$ cat src/rtl/fifo_sync_reg_pkg.sv
// -----------------------------------------------------------------------------
// fifo_sync_reg_pkg
// Shared constants and helpers for the datapath buffers.
//   DEFAULT_DATA_WIDTH : default stored word width
//   DEFAULT_ADDR_WIDTH : default log2 of buffer depth
//   clog2()            : ceiling log2, usable in constant expressions
// -----------------------------------------------------------------------------
package fifo_sync_reg_pkg;

  localparam int DEFAULT_DATA_WIDTH = 8;
  localparam int DEFAULT_ADDR_WIDTH = 4;

  // Smallest r with 2**r >= value; clog2(1) == 0.
  function automatic int clog2(input int value);
    int r;
    r = 0;
    while ((1 << r) < value) r++;
    return r;
  endfunction

endpackage

$ cat src/rtl/ram_sdp_sync.sv
// -----------------------------------------------------------------------------
// ram_sdp_sync
// Simple dual-port storage array: one write port, one registered read port.
// Ports:
//   clk      : clock, all updates on rising edge
//   reset    : synchronous active-high, clears only the read register
//   wr_en    : write strobe, wr_data stored at wr_addr
//   wr_addr  : write address
//   wr_data  : write data
//   rd_en    : read strobe, rd_data loads mem[rd_addr] on the next edge
//   rd_addr  : read address
//   rd_data  : registered read data, holds when rd_en is low
// -----------------------------------------------------------------------------
module ram_sdp_sync
  import fifo_sync_reg_pkg::*;
#(
  parameter int DATA_WIDTH = DEFAULT_DATA_WIDTH,
  parameter int ADDR_WIDTH = DEFAULT_ADDR_WIDTH
) (
  input  logic                  clk,
  input  logic                  reset,
  input  logic                  wr_en,
  input  logic [ADDR_WIDTH-1:0] wr_addr,
  input  logic [DATA_WIDTH-1:0] wr_data,
  input  logic                  rd_en,
  input  logic [ADDR_WIDTH-1:0] rd_addr,
  output logic [DATA_WIDTH-1:0] rd_data
);

  logic [DATA_WIDTH-1:0] mem [0:(1 << ADDR_WIDTH)-1];

  // NOTE: the array has no reset so it maps onto RAM primitives; stale words are
  // never observable because the owner's pointers and count are reset instead.
  always_ff @(posedge clk) begin
    if (wr_en) mem[wr_addr] <= wr_data;
  end

  always_ff @(posedge clk) begin
    if (reset) begin
      rd_data <= '0;
    end else if (rd_en) begin
      rd_data <= mem[rd_addr];
    end
  end

endmodule

$ cat src/rtl/fifo_sync_reg.sv
// -----------------------------------------------------------------------------
// fifo_sync_reg
// Single-clock FIFO between a push-strobed producer and a pop-strobed consumer.
// Read data is registered and qualified by data_out_valid one cycle after pop.
// Ports:
//   clk            : clock
//   reset          : synchronous active-high reset, priority over all inputs
//   push, data_in  : write strobe and data; accepted when not full
//   pop            : read strobe; accepted when not empty
//   data_out       : registered read data, holds when no pop is accepted
//   data_out_valid : high for one cycle after each accepted pop
//   full, empty    : count == DEPTH, count == 0
//   almost_full    : count >= ALMOST_FULL_LEVEL
//   count          : stored words, 0..DEPTH
//   overflow       : sticky, push seen while full
//   underflow      : sticky, pop seen while empty
// -----------------------------------------------------------------------------
module fifo_sync_reg
  import fifo_sync_reg_pkg::*;
#(
  parameter int DATA_WIDTH        = DEFAULT_DATA_WIDTH,
  parameter int ADDR_WIDTH        = DEFAULT_ADDR_WIDTH,
  parameter int ALMOST_FULL_LEVEL = 12
) (
  input  logic                  clk,
  input  logic                  reset,
  input  logic                  push,
  input  logic [DATA_WIDTH-1:0] data_in,
  input  logic                  pop,
  output logic [DATA_WIDTH-1:0] data_out,
  output logic                  data_out_valid,
  output logic                  full,
  output logic                  empty,
  output logic                  almost_full,
  output logic [ADDR_WIDTH:0]   count,
  output logic                  overflow,
  output logic                  underflow
);

  localparam int DEPTH       = 1 << ADDR_WIDTH;
  // Count needs one more bit than the pointers to tell full from empty.
  localparam int COUNT_WIDTH = clog2(DEPTH + 1);

  localparam logic [COUNT_WIDTH-1:0] DEPTH_COUNT = COUNT_WIDTH'(DEPTH);
  localparam logic [COUNT_WIDTH-1:0] AF_COUNT    = COUNT_WIDTH'(ALMOST_FULL_LEVEL);

  logic [ADDR_WIDTH-1:0] wr_ptr;
  logic [ADDR_WIDTH-1:0] rd_ptr;
  logic                  push_ok;
  logic                  pop_ok;

  // Flags decode the registered count, so they only move on clock edges.
  assign full        = (count == DEPTH_COUNT);
  assign empty       = (count == '0);
  assign almost_full = (count >= AF_COUNT);

  // Acceptance looks only at the current state, never at the opposite strobe:
  // push while full is refused even with a pop, pop while empty even with a push.
  assign push_ok = push & ~full;
  assign pop_ok  = pop & ~empty;

  // When both are accepted count >= 1 and < DEPTH, so rd_ptr != wr_ptr and the
  // read returns the old head while the write lands at the tail.
  ram_sdp_sync #(
    .DATA_WIDTH (DATA_WIDTH),
    .ADDR_WIDTH (ADDR_WIDTH)
  ) u_ram (
    .clk     (clk),
    .reset   (reset),
    .wr_en   (push_ok & ~reset),
    .wr_addr (wr_ptr),
    .wr_data (data_in),
    .rd_en   (pop_ok),
    .rd_addr (rd_ptr),
    .rd_data (data_out)
  );

  // NOTE: state registers use non-blocking assignments so every read in this
  // block sees the pre-edge value, independent of statement order.
  always_ff @(posedge clk) begin
    if (reset) begin
      wr_ptr         <= '0;
      rd_ptr         <= '0;
      count          <= '0;
      data_out_valid <= 1'b0;
      overflow       <= 1'b0;
      underflow      <= 1'b0;
    end else begin
      if (push_ok) wr_ptr <= wr_ptr + 1'b1;  // wraps modulo DEPTH
      if (pop_ok)  rd_ptr <= rd_ptr + 1'b1;

      case ({push_ok, pop_ok})
        2'b10:   count <= count + 1'b1;
        2'b01:   count <= count - 1'b1;
        default: count <= count;
      endcase

      data_out_valid <= pop_ok;

      if (push && full)  overflow  <= 1'b1;
      if (pop && empty)  underflow <= 1'b1;
    end
  end

endmodule

$ cat config.mk
export PLATFORM = sky130hd
export DESIGN_NAME = fifo_sync_reg
export DESIGN_NICKNAME = d
export VERILOG_FILES = /design/src/rtl/fifo_sync_reg_pkg.sv /design/src/rtl/ram_sdp_sync.sv /design/src/rtl/fifo_sync_reg.sv
export SDC_FILE = /design/constraint.sdc
export NUM_CORES = 1
export LEC_CHECK = 0
export CAP_MARGIN = 10
export CORE_ASPECT_RATIO = 0.9
export CORE_MARGIN = 2
export CORE_UTILIZATION = 49
export DETAILED_ROUTE_END_ITERATION = 6
export PLACE_DENSITY = 0.72
export REMOVE_ABC_BUFFERS = 1
export SLEW_MARGIN = 10
export SYNTH_ARGS = -nofsm -noshare
export SYNTH_HDL_FRONTEND = slang
export SYNTH_SLANG_ARGS = --single-unit
$ cat constraint.sdc
create_clock -name clk -period 3.9 [get_ports clk]
set_clock_uncertainty 0.1 [all_clocks]
set_input_delay 1.17 -clock clk [delete_from_list [all_inputs] [get_ports clk]]
set_output_delay 1.17 -clock clk [all_outputs]
set_load 0.02 [all_outputs]
* Word level (Yosys, flattened, before mapping) *
Memory sizes are Yosys's and may differ from the RTL's. A register that Yosys moved wholly into a read port is not among the register bits.
Index checks and enable logic that the tools add are counted.

operators by class
  add/subtract/negate cells = 4
  order comparisons = 1
  eq/ne operators = 3
  multiplexer cells = 3
  bitwise operators = 6
  reduce and logical (&&, ||, !) cells = 4

operator list
  kind                   number
  $pmux W5 S2            1
  $add A4 B1 Y4 const B  2
  $add A5 B1 Y5 const B  1
  $eq A5 B5 Y1 const B   1
  $ge A5 B4 Y1 const B   1
  $logic_not A5 Y1       1
  $sub A5 B1 Y5 const B  1
  $and A1 B1 Y1          3
  $not A1 Y1             3
  $eq A2 B1 Y1 const B   1
  $eq A2 B2 Y1 const B   1
  $logic_and A1 B1 Y1    2
  $mux W1                2
  $reduce_bool A2 Y1     1

word-level totals
  bits in registers = 16
  RAM bits = 128
  input bits = 12
  output and inout bits = 19
  word-level logic and storage cells = 28
  memories = 1

memory list
  name       depth  bits a word  read ports  clocked after Yosys merged registers in  write ports  RTL line            text
  u_ram.mem  16     8            1           1                                        1            ram_sdp_sync.sv:30  logic [DATA_WIDTH-1:0] mem [0:(1 << ADDR_WIDTH)-1];

* Depth between registers and ports, before layout *
Gate-level depths: netlist (run 1).

  depth after elaboration = 6
  gate-level depth with buffers = 11
  gate-level depth less buffers = 11

* Hierarchy *
Synthesis (run 1) repeated with hierarchy kept, for this count alone.

unflattened totals
  cells, all modules = 405
  area, all modules = 6169.7 µm²

by module, submodules not included
  module         times used  cells an instance  area an instance (µm²)
  ram_sdp_sync   1           316                5343.9
  fifo_sync_reg  1           89                 825.8

* Least setup slack after synthesis (run 1) *
No wires, ideal clock.

  kind = input to register
  start point = input port pop
  end point = register count[4]
  library setup time = 0.123 ns
  data arrival time = 3.174 ns
  path slack = 0.503 ns
  stages on the path = 11
  path through = inv_1 -> a21oi_1 -> buf_2 -> ha_1 -> inv_1 -> fa_1 -> nor2b_1 -> o21ai_1 -> nand3_1 -> or3b_1 -> mux2_1

on the way
  longest elaborated chain between the ends = 3
  elaborated cells between the ends (all ways) = 5
  classes of those cells = 2 x eq/ne; 1 x mux; 1 x bitwise; 1 x reduce/logical

RTL lines
  item                                               RTL line             text
  start: declaration                                 fifo_sync_reg.sv:29  input logic pop,
  $and A1 B1 Y1 (*)                                  fifo_sync_reg.sv:60  assign pop_ok = pop & ~empty;
  net pop_ok                                         fifo_sync_reg.sv:50  logic pop_ok;
  $eq A2 B1 Y1 or $eq A2 B2 Y1 (tied branches)       fifo_sync_reg.sv:92  case ({push_ok, pop_ok})
  $pmux W5 S2 or $reduce_bool A2 Y1 (tied branches)  --
  end signal: assignment                             fifo_sync_reg.sv:93  2'b10: count <= count + 1'b1;
  end signal: assignment                             fifo_sync_reg.sv:94  2'b01: count <= count - 1'b1;
  end signal: assignment                             fifo_sync_reg.sv:95  default: count <= count;
  end: declaration                                   fifo_sync_reg.sv:35  output logic [ADDR_WIDTH:0] count,

Mark *: on every way through the listed nets, which the timed path passes. The rest lies on a longest branch.
A chain may end at the register's enable or synchronous reset.

* Worst setup path after layout (run 1) *
  start point = register count[1]
  end point = output port full

on the way
  longest elaborated chain between the ends = 1

RTL lines
  item              RTL line             text
  $eq A5 B5 Y1      fifo_sync_reg.sv:53  assign full = (count == DEPTH_COUNT);
  end: declaration  fifo_sync_reg.sv:32  output logic full,

Every way passes these cells.

==> impl_metrics.py, run 1 <==
metrics = {
    "clock_tree": {
        "cts_hold_buffers": 0,
        "cts_tree": "done",
        "clkSinkCount": 152,
        "cts_inserted_buffers": 17,
        "cts_buffer_depth": 2,
        "postCtsSetupBuffers": 0,
        "h-tree-depth": 4,
        "cts_resized": 0,
        "clkTransAtPathRegs_ns": 0.06,
        "cts-root-buf": "clkbuf_16",
        "worst_skew_pair.late_latency_ns": 0.42,
    },
    "power": {
        "ir_drop_uv": 360,
        "total_leakage_power_nw": 2.28,
        "p_total_mw": 4.26,
        "powerDensity_nw_per_um2": 598,
    },
    "sta": {
        "setup_tns_ns": 0,
        "rsz0062_at_grt": "no",
        "hold_viol": 0,
        "setup_ws_ns": 0.433,
        "worst_slew_pin_slew_ns": 0.692,
        "period_share_pct": 88.9,
        "timing.fmax_mhz": 288,
        "slew_headroom_pct": 53.7,
        "layout_min_cycle_time_ns": 3.47,
        "slew_viol_final": 0,
        "setup_violations": 0,
    },
    "placed_design": {
        "place_area_sq_um": 6610,
        "routabilityCongestion": 0.792,
        "dp_hpwl_microns": 8000,
        "place_inst": 590,
        "io_buffers": 30,
        "place_ws_ns": 0.0589,
    },
    "yosys": {
        "synth_seq_cells": 152,
        "async_flop_share_pct": 0,
        "netlist_area_sq_um": 6090,
        "yosysTopAreaCell": "edfxtp_1",
        "synth_top_cells_by_area": "edfxtp_1 63%, mux2i_1 11%, dfxtp_1 7.9%",
        "yosys-top-cells-count": "128 x edfxtp_1, 66 x mux2i_1, 45 x nor2_1",
        "yosysWarnings": 0,
        "synth_edf_count": 128,
        "synth.distinct_cells": 32,
        "synth_most_common_cell": "edfxtp_1",
        "synth_cells": 399,
        "synth.top_cell.area_share_pct": 63.1,
        "syn_avg_cell_area_sq_um": 15.3,
        "synth_ff_type": "edfxtp_1",
        "synth.yosys.seq_area_share_pct": 71.0,
    },
    "cells_and_area": {
        "fin_area_sq_um": 7130,
        "syn2layout_area_growth_pct": 17.2,
        "fin_cells": 622,
        "num_antenna_cells": 0,
        "drive_gt1_share_pct": 10.6,
        "fillerInstances": 927,
        "fin_nets": 471,
        "regArea_sq_um": 4330,
        "multi_input_area_sq_um": 1600,
    },
    "route": {
        "initialDrtViolationCount": 297,
        "drc": 0,
        "wl_per_cell_microns": 20.1,
        "via_per_inst": 5.65,
        "first_pass_iters": 5,
        "drt-total-wl_microns": 12500,
        "postRouteAntennaNets": 0,
        "vias": 3513,
    },
    "critical_path": {
        "crit_buf_inv": 1,
        "crit_path_end_kind": "output pin",
        "crit_chain": "nor4_2, and2_1, clkdlybuf4s50_1",
        "crit_path_top_delay_cell": "clkdlybuf4s50_1",
        "cp-start-kind": "flip-flop",
        "worstSetupPathType": "reg2out",
        "reg2reg_depth": 11,
        "reg2reg_from": "count[1]",
        "cpPeakStageDelay_ns": 0.62,
        "cp.depth": 3,
        "critPathMaxFanout": 5,
        "cp.required_ns": 2.63,
        "worstPathArrival_ns": 2.20,
        "reg2reg_slack_ns": 0.80,
        "crit_start": "count[1]",
        "critPathTopFamily": "simple AND/OR/NAND/NOR gates",
    },
    "min_path": {
        "worst_hold_path_type": "reg2reg",
        "hold_path.startpoint": "overflow",
        "hold_depth": 2,
    },
    "global_route": {
        "grt-ovfl-total": 0,
        "antenna_found_initial": 0,
        "grt_pass1_vias": 3443,
        "grt_start_max_net_pins": 39,
        "gr-usage-all-layers_pct": 20.6,
        "grt_pass1_wl_microns": 19400,
    },
    "floorplan": {
        "start_util_pct": 50.4,
        "num_rows": 38,
        "die_area_sq_um": 13300,
        "dieHeight_microns": 110,
        "core-area_sq_um": 12100,
        "io_pins": 31,
        "die_w_microns": 121,
    },
    "run": {
        "drv_cap": 0,
    },
    "outcome": {
        "outcome": "completed",
    },
}
-- stage by stage --
stage | hold slack, ns | utilization, %
after floorplan | 0.430 | -
after global placement | 0.364 | 54.7
after detailed placement | 0.363 | 54.7
after CTS | 0.375 | 59.1
after global routing | 0.403 | 59.1
final | 0.375 | 59.1
-- power by group --
group | total [mW] | switching [mW] | internal (mW) | leakage, nW
clock network | 1.46 | 0.605 | 0.860 | 0.255
logic | 0.846 | 0.481 | 0.365 | 0.675
registers | 1.95 | 0.0881 | 1.86 | 1.35
-- kinds of logic after synthesis --
logic type      after synthesis  share of synthesized area (%)
compound gates               51                           5.32
xor+xnor                      8                           1.15
fa+ha+maj                    10                           2.18
buf+inv                      28                           2.77
flops                       152                           71.0
mux                          67                           11.0
simple gates                 83                           6.50
-- placed cells by master, fill, tap and decap left out, types with 2 or more instances in the layout --
cell type / Yosys / layout
edfxtp_1: 128 / 128
or3_1: 2 / 2
clkbuf_1: 4 / 3
nand3b_1: 4 / 4
buf_4: 3 / 20
nand3_1: 2 / 2
dfxtp_1: 24 / 23
nor2_1: 45 / 45
mux2i_1: 66 / 66
clkdlybuf4s50_1: 0 / 30
clkinv_1: 0 / 5
clkbuf_16: 0 / 17
and2_1: 2 / 2
nand2_1: 10 / 10
ha_1: 9 / 9
clkinv_2: 0 / 4
a21oi_1: 8 / 7
o22ai_1: 32 / 32
inv_1: 9 / 9
or3b_1: 2 / 2
nor3_1: 2 / 2
nor2b_1: 2 / 2
a211oi_1: 8 / 8
nand4_1: 2 / 2
xor2_1: 5 / 5
xnor2_1: 3 / 3
nor4_1: 8 / 8
-- routing by layer --
metal / wire [microns] / vias up / track usage [%]
met2: 6050 / 108 / 32.3
met5: 0 / - / 0
met3: 722 / 19 / 5.45
met1: 5480 / 1766 / 27.8
met4: 220 / 0 / 7.64
li1: - / 1620 / -
-- cell type report --
cell class	instances	share of cell area [%]
clock inverters	12	1.19
multi-input cells	219	22.4
inverters	9	0.474
repair buffers	50	6.32
flip-flops and latches	152	60.7
well taps	160	2.81
clock buffers	20	6.12
-- registers in the layout, indices dropped and copies added, names as in the netlist --
signal,count
count,5
data_out_valid,1
overflow,1
rd_ptr,4
u_ram.mem,128
u_ram.rd_data,8
underflow,1
wr_ptr,4
-- path summary, 6_finish.rpt --
kind                            endpoint
worst max-delay path                full
worst min-delay path            overflow
worst max register to register  count[4]
worst min register to register  overflow
-- tightest hold or removal path, stage by stage (launching register included) --
cell,delay [ns]
dfxtp_1,0.33
a21oi_1,0.04
nor2_1,0.07
(Power assumes the default switching activity.)
==> run 2: changes to the inputs <==
--- a/config.mk
+++ b/config.mk
@@ -10,7 +10,7 @@
 export CORE_MARGIN = 2
 export CORE_UTILIZATION = 49
 export DETAILED_ROUTE_END_ITERATION = 6
-export PLACE_DENSITY = 0.72
+export PLACE_DENSITY = 0.67
 export REMOVE_ABC_BUFFERS = 1
 export SLEW_MARGIN = 10
 export SYNTH_ARGS = -nofsm -noshare
==> constraint.sdc (replaced) <==
create_clock -name clk -period 4 [get_ports clk]
set_clock_uncertainty 0.1 [all_clocks]
set_input_delay 1.2 -clock clk [delete_from_list [all_inputs] [get_ports clk]]
set_output_delay 1.2 -clock clk [all_outputs]
set_load 0.02 [all_outputs]
==> impl_metrics.py, run 2 (synthesis results as in run 1) <==
metrics = {
    "min_path": {
        "worst_hold_path_type": "reg2reg",
    },
    "clock_tree": {
        "postCtsSetupBuffers": 0,
        "worst_skew_pair.late_latency_ns": 0.42,
        "h-tree-depth": 4,
        "cts-root-buf": "clkbuf_16",
        "cts_tree": "done",
        "cts_resized": 0,
        "clkTransAtPathRegs_ns": 0.06,
        "cts_buffer_depth": 2,
        "clkSinkCount": 152,
        "cts_hold_buffers": 0,
        "cts_inserted_buffers": 17,
    },
    "cells_and_area": {
        "fin_nets": 467,
        "reg_top3": "u_ram.mem: 128 flops, u_ram.rd_data: 8 flops, count: 5 flops",
        "fin_area_sq_um": 7220,
        "fillerInstances": 962,
        "syn2layout_area_growth_pct": 18.6,
        "top_register": "u_ram.mem",
        "layout_commonest_cell": "edfxtp_1",
        "largest_register_ffs": 128,
        "num_antenna_cells": 0,
        "layout_common_cells": "128 x edfxtp_1, 66 x mux2i_1, 45 x nor2_1",
        "drive_gt1_share_pct": 11.4,
    },
    "route": {
        "initialDrtViolationCount": 254,
        "drc": 0,
        "wl_per_cell_microns": 20.5,
        "via_per_inst": 5.49,
        "postRouteAntennaNets": 0,
        "first_pass_iters": 4,
        "vias": 3393,
        "drt-total-wl_microns": 12700,
    },
    "critical_path": {
        "crit_start": "count[1]",
        "reg2reg_slack_ns": 0.97,
        "worstPathArrival_ns": 2.16,
        "cp.required_ns": 2.70,
        "crit_path_end_kind": "output pin",
        "rr_endpoint": "count[4]",
        "cp-start-kind": "flip-flop",
        "reg2reg_depth": 11,
        "endpoint": "empty",
        "critPathMaxFanout": 5,
        "reg2reg_from": "count[1]",
        "worstSetupPathType": "reg2out",
    },
    "sta": {
        "rsz0062_at_grt": "no",
        "setup_violations": 0,
        "layout_min_cycle_time_ns": 3.46,
        "hold_viol": 0,
        "period_share_pct": 86.4,
        "timing.fmax_mhz": 289,
        "slew_headroom_pct": 21.8,
        "holdWs_ns": 0.383,
        "slew_viol_final": 0,
        "worst_slew_pin_slew_ns": 1.17,
    },
    "floorplan": {
        "num_rows": 38,
        "die_area_sq_um": 13300,
        "core-area_sq_um": 12100,
        "dieHeight_microns": 110,
        "io_pins": 31,
        "start_util_pct": 50.4,
        "die_w_microns": 121,
    },
    "global_route": {
        "grt_start_max_net_pins": 67,
        "antenna_found_initial": 0,
        "grt_pass1_vias": 3435,
        "grt_pass1_wl_microns": 19400,
        "grt-ovfl-total": 0,
        "gr-usage-all-layers_pct": 20.4,
    },
    "power": {
        "ir_drop_uv": 502,
        "p_total_mw": 4.43,
        "total_leakage_power_nw": 2.30,
        "powerDensity_nw_per_um2": 613,
    },
    "outcome": {
        "outcome": "completed",
    },
    "placed_design": {
        "place_area_sq_um": 6580,
        "routabilityCongestion": 0.804,
        "io_buffers": 30,
        "dp_hpwl_microns": 7970,
    },
    "run": {
        "drv_cap": 0,
    },
}
## run 2: report_power, final
| group | switching (mW) | total [mW] | internal, mW |
|---|---|---|---|
| sequential | 0.0876 | 1.90 | 1.82 |
| combinational | 0.462 | 0.819 | 0.356 |
| clock | 0.637 | 1.70 | 1.07 |
| total | 1.19 | 4.43 | 3.24 |
## run 2: routing by layer
| layer | global-route usage (%) | part of all wire, % | vias up |
|---|---|---|---|
| met5 | 0 | 0 | - |
| met4 | 7.47 | 0.86 | 0 |
| met3 | 4.56 | 5.5 | 8 |
| met2 | 32.2 | 49 | 81 |
| met1 | 27.9 | 44 | 1685 |
| li1 | - | - | 1619 |
## run 2: worst min-delay path by stage
stage / endpoint / startpoint / cells after the start / slack (ns)
final: underflow / underflow / 2 / 0.38
after global placement: overflow / overflow / 2 / 0.35
after CTS: underflow / underflow / 2 / 0.39
after floorplan: wr_ptr[3] / wr_ptr[3] / 2 / 0.43
after detailed placement: underflow / underflow / 2 / 0.37
after global routing: underflow / underflow / 2 / 0.43
## run 2: worst max-delay path, stage by stage, from the launching register on
cell,delay (ns)
dfxtp_1,0.36
nor4_2,0.52
and2_1,0.24
clkdlybuf4s50_1,0.61
## run 2: final cells by class
| type | instances | area, sq um | share of cell area [%] |
|---|---|---|---|
| Tap cell | 160 | 200 | 2.77 |
| Multi-Input combinational cell | 219 | 1600 | 22.1 |
| Inverter | 9 | 33.8 | 0.468 |
| Sequential cell | 152 | 4330 | 60.0 |
| Clock inverter | 13 | 195 | 2.70 |
| Timing Repair Buffer | 46 | 420 | 5.82 |
| Clock buffer | 19 | 443 | 6.14 |
## run 2: through the flow
| stage | setup slack [ns] | TNS [ns] | instances | util, % |
|---|---|---|---|---|
| after floorplan | -0.0764 | -0.0764 | 380 | - |
| after global placement | 0.243 | 0 | 586 | 54.5 |
| after detailed placement | 0.144 | 0 | 586 | 54.5 |
| after CTS | 0.535 | 0 | 618 | 59.8 |
| after global routing | 0.411 | 0 | 618 | 59.8 |
| final | 0.544 | 0 | 618 | 59.8 |
==> run 3: changes to the inputs <==
--- a/config.mk
+++ b/config.mk
@@ -6,7 +6,7 @@
 export NUM_CORES = 1
 export LEC_CHECK = 0
 export CAP_MARGIN = 10
-export CORE_ASPECT_RATIO = 0.9
+export CORE_ASPECT_RATIO = 0.5
 export CORE_MARGIN = 2
 export CORE_UTILIZATION = 49
 export DETAILED_ROUTE_END_ITERATION = 6
==> impl_metrics.py, run 3 (synthesis results as in run 1) <==
metrics = {
    "critical_path": {
        "reg2reg_from": "count[1]",
        "worstPathArrival_ns": 2.19,
        "cp-start-kind": "flip-flop",
        "crit_start": "count[1]",
        "worstSetupPathType": "reg2out",
        "cp.required_ns": 2.70,
        "crit_path_end_kind": "output pin",
        "rr_endpoint": "count[4]",
        "reg2reg_depth": 11,
        "reg2reg_slack_ns": 0.96,
        "endpoint": "empty",
        "critPathMaxFanout": 5,
    },
    "floorplan": {
        "core-area_sq_um": 12000,
        "io_pins": 31,
        "dieHeight_microns": 82.8,
        "die_area_sq_um": 13400,
        "die_w_microns": 162,
        "start_util_pct": 50.8,
        "num_rows": 28,
    },
    "cells_and_area": {
        "fin_cells": 628,
        "layout_commonest_cell": "edfxtp_1",
        "layout_common_cells": "128 x edfxtp_1, 66 x mux2i_1, 45 x nor2_1",
        "reg_top3": "u_ram.mem: 128 flops, u_ram.rd_data: 8 flops, count: 5 flops",
        "top_register": "u_ram.mem",
        "drive_gt1_share_pct": 12.1,
        "syn2layout_area_growth_pct": 19.0,
        "fin_nets": 472,
        "largest_register_ffs": 128,
        "num_antenna_cells": 0,
        "finalCoreUtilization_pct": 60.5,
    },
    "global_route": {
        "gr-usage-all-layers_pct": 20.3,
        "antenna_found_initial": 1,
        "grt-ovfl-total": 0,
        "grt_pass1_wl_microns": 19500,
        "grt_start_max_net_pins": 44,
        "grt_pass1_vias": 3529,
    },
    "power": {
        "switching_share_pct": 26.6,
        "p_comb_share_pct": 18.9,
        "powerDensity_nw_per_um2": 607,
        "p_total_mw": 4.40,
        "p_switching_mw": 1.17,
        "p_clk_share_pct": 37.8,
        "pwr-share-seq_pct": 43.3,
        "ir_drop_uv": 361,
        "total_leakage_power_nw": 2.33,
        "cellInternalPower_mw": 3.23,
    },
    "clock_tree": {
        "clkSinkCount": 152,
        "cts_inserted_buffers": 17,
        "h-tree-depth": 4,
        "worst_skew_pair.late_latency_ns": 0.42,
        "cts-root-buf": "clkbuf_16",
        "cts_buffer_depth": 2,
        "cts_tree": "done",
        "postCtsSetupBuffers": 0,
        "cts_hold_buffers": 0,
        "clkTransAtPathRegs_ns": 0.06,
        "cts_resized": 0,
    },
    "sta": {
        "layout_min_cycle_time_ns": 3.49,
        "period_share_pct": 87.2,
        "slew_viol_final": 0,
        "setup_ws_ns": 0.511,
        "setup_violations": 0,
        "holdWs_ns": 0.383,
        "slew_headroom_pct": 48.6,
        "worst_slew_pin_slew_ns": 0.772,
        "timing.fmax_mhz": 287,
        "hold_viol": 0,
        "rsz0062_at_grt": "no",
    },
    "route": {
        "postRouteAntennaNets": 0,
        "vias": 3500,
        "first_pass_iters": 5,
        "initialDrtViolationCount": 299,
        "wl_per_cell_microns": 20.2,
        "drt-total-wl_microns": 12700,
        "drc": 0,
        "via_per_inst": 5.57,
    },
    "placed_design": {
        "place_ws_ns": 0.0937,
        "io_buffers": 30,
        "dp_hpwl_microns": 8320,
        "place_inst": 596,
        "routabilityCongestion": 0.821,
    },
    "outcome": {
        "outcome": "completed",
    },
    "run": {
        "drv_cap": 0,
    },
    "min_path": {
        "worst_hold_path_type": "reg2reg",
        "hold_depth": 2,
    },
}
run 3: layer usage:
layer	share of wire [%]	track usage [%]	vias to the layer above
met4	1.2	6.36	2
met1	44	26.8	1733
met3	8.0	6.79	20
met5	0.10	0	-
met2	47	32.1	116
li1	-	-	1629
run 3: critical path, cell delays in order (launching register included):
cell	delay, ns
dfxtp_1	0.37
nor4_2	0.53
and2_1	0.24
clkdlybuf4s50_1	0.62
run 3: worst min-delay path by stage:
stage,slack (ns),from,endpoint
floorplan,0.43,wr_ptr[3],wr_ptr[3]
finish,0.38,underflow,underflow
CTS,0.39,underflow,underflow
global placement,0.37,overflow,overflow
global route,0.42,underflow,underflow
detailed placement,0.37,overflow,overflow
run 3: power by group through the flow:
stage               combinational [mW]  sequential [mW]  clock (mW)
global route                     0.904             1.92        1.76
finish                           0.832             1.90        1.66
global placement                 0.811             1.93           0
detailed placement               0.830             1.94           0
CTS                              0.838             1.90        1.68
floorplan                        0.395             2.00           0
run 3: cell type report:
type | count | area (sq um)
well taps | 165 | 206
multi-input cells | 219 | 1600
fillers | 901 | 4740
clock buffers | 19 | 443
inverters | 9 | 33.8
flip-flops and latches | 152 | 4330
repair buffers | 51 | 458
clock inverters | 13 | 178
run 3: per-stage QoR:
stage,setup TNS (ns),cell area (sq um)
after floorplan,-0.0764,5950
after global placement,0,6620
after detailed placement,0,6620
after CTS,0,7240
after global routing,0,7240
final,0,7240
